<file path="src/rtl/serial_add_ctrl.sv">
// Bit-serial adder controller: captures operands on start and walks one
// full_adder cell over them LSB first, one bit per clock, then pulses done.

module full_adder (
  input  logic a,
  input  logic b,
  input  logic c_in,
  output logic sum,
  output logic c_out
);
  assign sum   = a ^ b ^ c_in;
  assign c_out = (a & b) | (c_in & (a ^ b));
endmodule

// state | meaning
// IDLE  | waiting for start; sum_o/c_out_o hold the last result
// RUN   | one operand bit consumed per edge, LSB first
// DONE  | result registered; done_o pulses for this one cycle
module serial_add_ctrl #(
  parameter int WIDTH = 8
) (
  input  logic             clk_i,
  input  logic             rst_i,
  input  logic             start_i,
  input  logic [WIDTH-1:0] op_a_i,
  input  logic [WIDTH-1:0] op_b_i,
  input  logic             c_in_i,
  output logic             busy_o,
  output logic             done_o,
  output logic [WIDTH-1:0] sum_o,
  output logic             c_out_o
);

  localparam int CW = (WIDTH > 1) ? $clog2(WIDTH) : 1;
  localparam logic [CW-1:0] CNT_LAST = CW'(WIDTH - 1);

  typedef enum logic [1:0] {
    S_IDLE,
    S_RUN,
    S_DONE
  } state_t;

  state_t           state_q, state_d;
  logic [WIDTH-1:0] sh_a_q, sh_a_d;
  logic [WIDTH-1:0] sh_b_q, sh_b_d;
  logic             carry_q, carry_d;
  logic [WIDTH-1:0] acc_q, acc_d;
  logic [CW-1:0]    cnt_q, cnt_d;
  logic [WIDTH-1:0] sum_q, sum_d;
  logic             c_out_q, c_out_d;

  logic             fa_sum;
  logic             fa_c_out;
  logic [WIDTH-1:0] acc_shift;

  full_adder u_fa (
    .a     (sh_a_q[0]),
    .b     (sh_b_q[0]),
    .c_in  (carry_q),
    .sum   (fa_sum),
    .c_out (fa_c_out)
  );

  // New bit enters at the MSB; written with shifts so WIDTH=1 needs no special case.
  assign acc_shift = (acc_q >> 1) | (WIDTH'(fa_sum) << (WIDTH - 1));

  always_ff @(posedge clk_i) begin
    if (rst_i) begin
      state_q <= S_IDLE;
      sh_a_q  <= '0;
      sh_b_q  <= '0;
      carry_q <= 1'b0;
      acc_q   <= '0;
      cnt_q   <= '0;
      sum_q   <= '0;
      c_out_q <= 1'b0;
    end else begin
      state_q <= state_d;
      sh_a_q  <= sh_a_d;
      sh_b_q  <= sh_b_d;
      carry_q <= carry_d;
      acc_q   <= acc_d;
      cnt_q   <= cnt_d;
      sum_q   <= sum_d;
      c_out_q <= c_out_d;
    end
  end

  always_comb begin
    state_d = state_q;
    sh_a_d  = sh_a_q;
    sh_b_d  = sh_b_q;
    carry_d = carry_q;
    acc_d   = acc_q;
    cnt_d   = cnt_q;
    sum_d   = sum_q;
    c_out_d = c_out_q;
    case (state_q)
      S_IDLE: begin
        if (start_i) begin
          sh_a_d  = op_a_i;
          sh_b_d  = op_b_i;
          carry_d = c_in_i;
          cnt_d   = '0;
          state_d = S_RUN;
        end
      end
      S_RUN: begin
        acc_d   = acc_shift;
        sh_a_d  = sh_a_q >> 1;
        sh_b_d  = sh_b_q >> 1;
        carry_d = fa_c_out;
        cnt_d   = cnt_q + CW'(1);
        if (cnt_q == CNT_LAST) begin
          sum_d   = acc_shift;
          c_out_d = fa_c_out;
          state_d = S_DONE;
        end
      end
      S_DONE:  state_d = S_IDLE;
      default: state_d = S_IDLE;
    endcase
  end

  assign busy_o  = (state_q != S_IDLE);
  assign done_o  = (state_q == S_DONE);
  assign sum_o   = sum_q;
  assign c_out_o = c_out_q;

endmodule

</file>
<file path="config.mk">
export PLATFORM = sky130hd
export DESIGN_NAME = serial_add_ctrl
export DESIGN_NICKNAME = d
export VERILOG_FILES = /design/src/rtl/serial_add_ctrl.sv
export SDC_FILE = /design/constraint.sdc
export NUM_CORES = 1
export LEC_CHECK = 0
export ABC_CLOCK_PERIOD_IN_PS = 2950
export CAP_MARGIN = 25
export CORE_ASPECT_RATIO = 0.75
export CORE_MARGIN = 3
export CORE_UTILIZATION = 54
export DETAILED_ROUTE_END_ITERATION = 10
export PLACE_DENSITY = 0.83
export SLEW_MARGIN = 20
export SYNTH_ARGS = -nofsm -noshare
export SYNTH_HDL_FRONTEND = slang
export SYNTH_HIERARCHICAL = 1
export SYNTH_SLANG_ARGS = --single-unit
</file>
<file path="constraint.sdc">
create_clock -name clk_i -period 2.95 [get_ports clk_i]
set_input_delay 0.59 -clock clk_i [delete_from_list [all_inputs] [get_ports clk_i]]
set_output_delay 0.59 -clock clk_i [all_outputs]
set_load 0.03 [all_outputs]
</file>
==> results.yml <==
run_status:
  status: "completed"
timing:
  setup_viol: 0
  hold_viol_final: 0
  rsz0062_at_grt: "no"
  whs_ns: 0.453
  fmax_mhz: 437
  worst_pin_slew_ns: 0.861
  finClkSkew_ns: 0.00910
  final.setup.tns_ns: 0
  max_slew_margin: 0.425
  slew_violations: 0
  fin_crit_ns: 2.29
  fin_crit_sh: 0.776
routing:
  drt_iter0_drc: 120
  ant_nets: 0
  dr.pass1.iters: 5
  wl_mm: 3.30
  wl_per_cell_um: 14.1
  num_vias: 1256
  viasPerCell: 5.37
  drt_drc_violations_left: 0
pwr:
  leakage_nw: 0.710
  ir_drop_mv: 0.378
  p_total_mw: 1.09
  power_density_nw_per_um2: 551
synthesis:
  ys_top_cells_by_count: "38 x dfxtp_1, 23 x nand2_1, 20 x a21oi_1"
  async_flop_share: 0
  syn_inst: 172
  synth_top_cells_by_area: "dfxtp_1 47%, o221a_1 7.0%, a21oi_1 6.2%"
  syn-cell-area_sq_um: 1620
  synth.distinct_cells: 28
  synth_edf_count: 0
  yosysTopAreaCell: "dfxtp_1"
  ys.flop_type: "dfxtp_1"
  syn_nets: 195
  seq_area_frac_synth: 0.471
  synth.most_common_cell: "dfxtp_1"
  synth_top_area_frac: 0.471
  yosys_warnings: 6
  synth.avg_cell_area_sq_um: 9.39
  ys_seq_elements: 38
clocking:
  clk_latency_ns: 0.30
  root_buffer: "clkbuf_8"
  cts_setup_buffers: 0
  htreeDepth: 2
  cts_tree: "done"
  cts_num_sinks: 38
  clockBufferDepth: 2
  clk_pin_slew_ns: 0.07
  cts-resized-gates: 0
  cts_buffers: 5
  holdBufCountCts: 0
die:
  fp.dieW_um: 69.2
  die_y_um: 53.4
  coreArea_sq_um: 2720
  die-area_sq_um: 3690
  start_util: 0.593
  std_cell_rows: 16
  io_pins: 31
global_route:
  grt_overflow: 0
  first_global_vias: 1255
  grt_pass1_wl_mm: 5.53
  track_usage: 0.196
  grt_max_degree: 39
  grt_antenna_before_repair: 0
final_layout:
  nets: 220
  drive_above_1_share: 0.152
  syn2layout_area_growth_pct: 22.6
  diodes: 0
hold_path:
  hp-class: "reg -> reg"
critical_path:
  worstPathRequired_ns: 2.36
  max_stage_delay_ns: 0.69
  worstPathArrival_ns: 1.70
  critPathLaunchType: "flop"
  worstPathMaxFanout: 9
  path_cells: "nor2b_1 -> clkdlybuf4s50_1"
  path_class: "reg -> out"
  endpoint_kind: "output port"
  slowest_stage: "clkdlybuf4s50_1"
flow_run:
  maxCapViolations: 0
placed_design:
  portBuffers: 30
  place_congestion: 0.769
  hpwl_mm: 2.22
stage by stage:
| stage | cells | setup WS [ns] | instance area, sq um | util |
|---|---|---|---|---|
| after floorplan | 172 | 1.45 | 1620 | - |
| after global placement | 226 | 0.892 | 1870 | 0.687 |
| after detailed placement | 226 | 0.812 | 1870 | 0.687 |
| after CTS | 234 | 0.650 | 1980 | 0.727 |
| after global routing | 234 | 0.587 | 1980 | 0.727 |
| final | 234 | 0.661 | 1980 | 0.727 |
where the power goes:
part,switching [mW],internal (mW),total [mW]
logic,0.0619,0.0617,0.124
registers,0.0174,0.538,0.555
clock network,0.177,0.236,0.413
per-layer routing:
metal	GRT usage	vias up	wire length, um
li1	-	644	-
met1	0.222	574	1490
met2	0.337	30	1550
met3	0.0588	8	186
met4	0.107	0	74
met5	0	-	0
state kept, by name (all words and copies together) (netlist names):
name / count
acc_q: 7
c_out_o: 1
carry_q: 1
cnt_q: 3
sh_a_q: 8
sh_b_q: 8
state_q: 2
sum_o: 8
layout make-up:
| cell class | count | area [sq um] |
|---|---|---|
| inverters | 17 | 63.8 |
| well taps | 36 | 45.0 |
| repair buffers | 31 | 308 |
| flip-flops and latches | 38 | 761 |
| fillers | 209 | 742 |
| clock buffers | 8 | 110 |
| multi-input cells | 104 | 693 |
final timing paths:
| kind | from | to | slack (ns) | cells past startpoint |
|---|---|---|---|---|
| setup / recovery | state_q[1]$_SDFFE_PP0P_ | done_o | 0.66 | 2 |
| hold / removal | sum_o[0]$_SDFFE_PP0P_ | sum_o[0]$_SDFFE_PP0P_ | 0.45 | 2 |
| setup reg to reg | state_q[0]$_SDFFE_PP0P_ | sh_b_q[1]$_SDFFE_PP0P_ | 1.17 | 3 |
| hold reg to reg | sum_o[0]$_SDFFE_PP0P_ | sum_o[0]$_SDFFE_PP0P_ | 0.45 | 2 |
cells by family (layout without fill, tap and decap cells):
kind of cell	Yosys count	in the layout	share of synthesized area
AOI/OAI and AO/OA	52	52	0.257
and+or+nand+nor	48	48	0.138
DFF	38	38	0.471
buffers and inverters	30	56	0.0999
adders and majority gates	3	3	0.0279
muxes	1	1	0.00620
cells in the final DEF (no fill, tap or decap), types with 5 or more instances in the layout:
cell | netlist | final
nor2_1 | 7 | 7
o221a_2 | 5 | 5
clkdlybuf4s50_1 | 0 | 30
dfxtp_1 | 38 | 38
a21oi_1 | 20 | 20
nand2_1 | 23 | 23
o221a_1 | 10 | 10
clkbuf_8 | 0 | 8
a21oi_2 | 11 | 11
nand3_1 | 9 | 9
inv_1 | 17 | 17
critical path, delay by kind of cell (launching register included):
kind	cells	cell delay (ns)
buf+inv	1	0.69
flops	1	0.52
simple gates	1	0.20
Note: power is estimated with default switching activity, not from simulation.
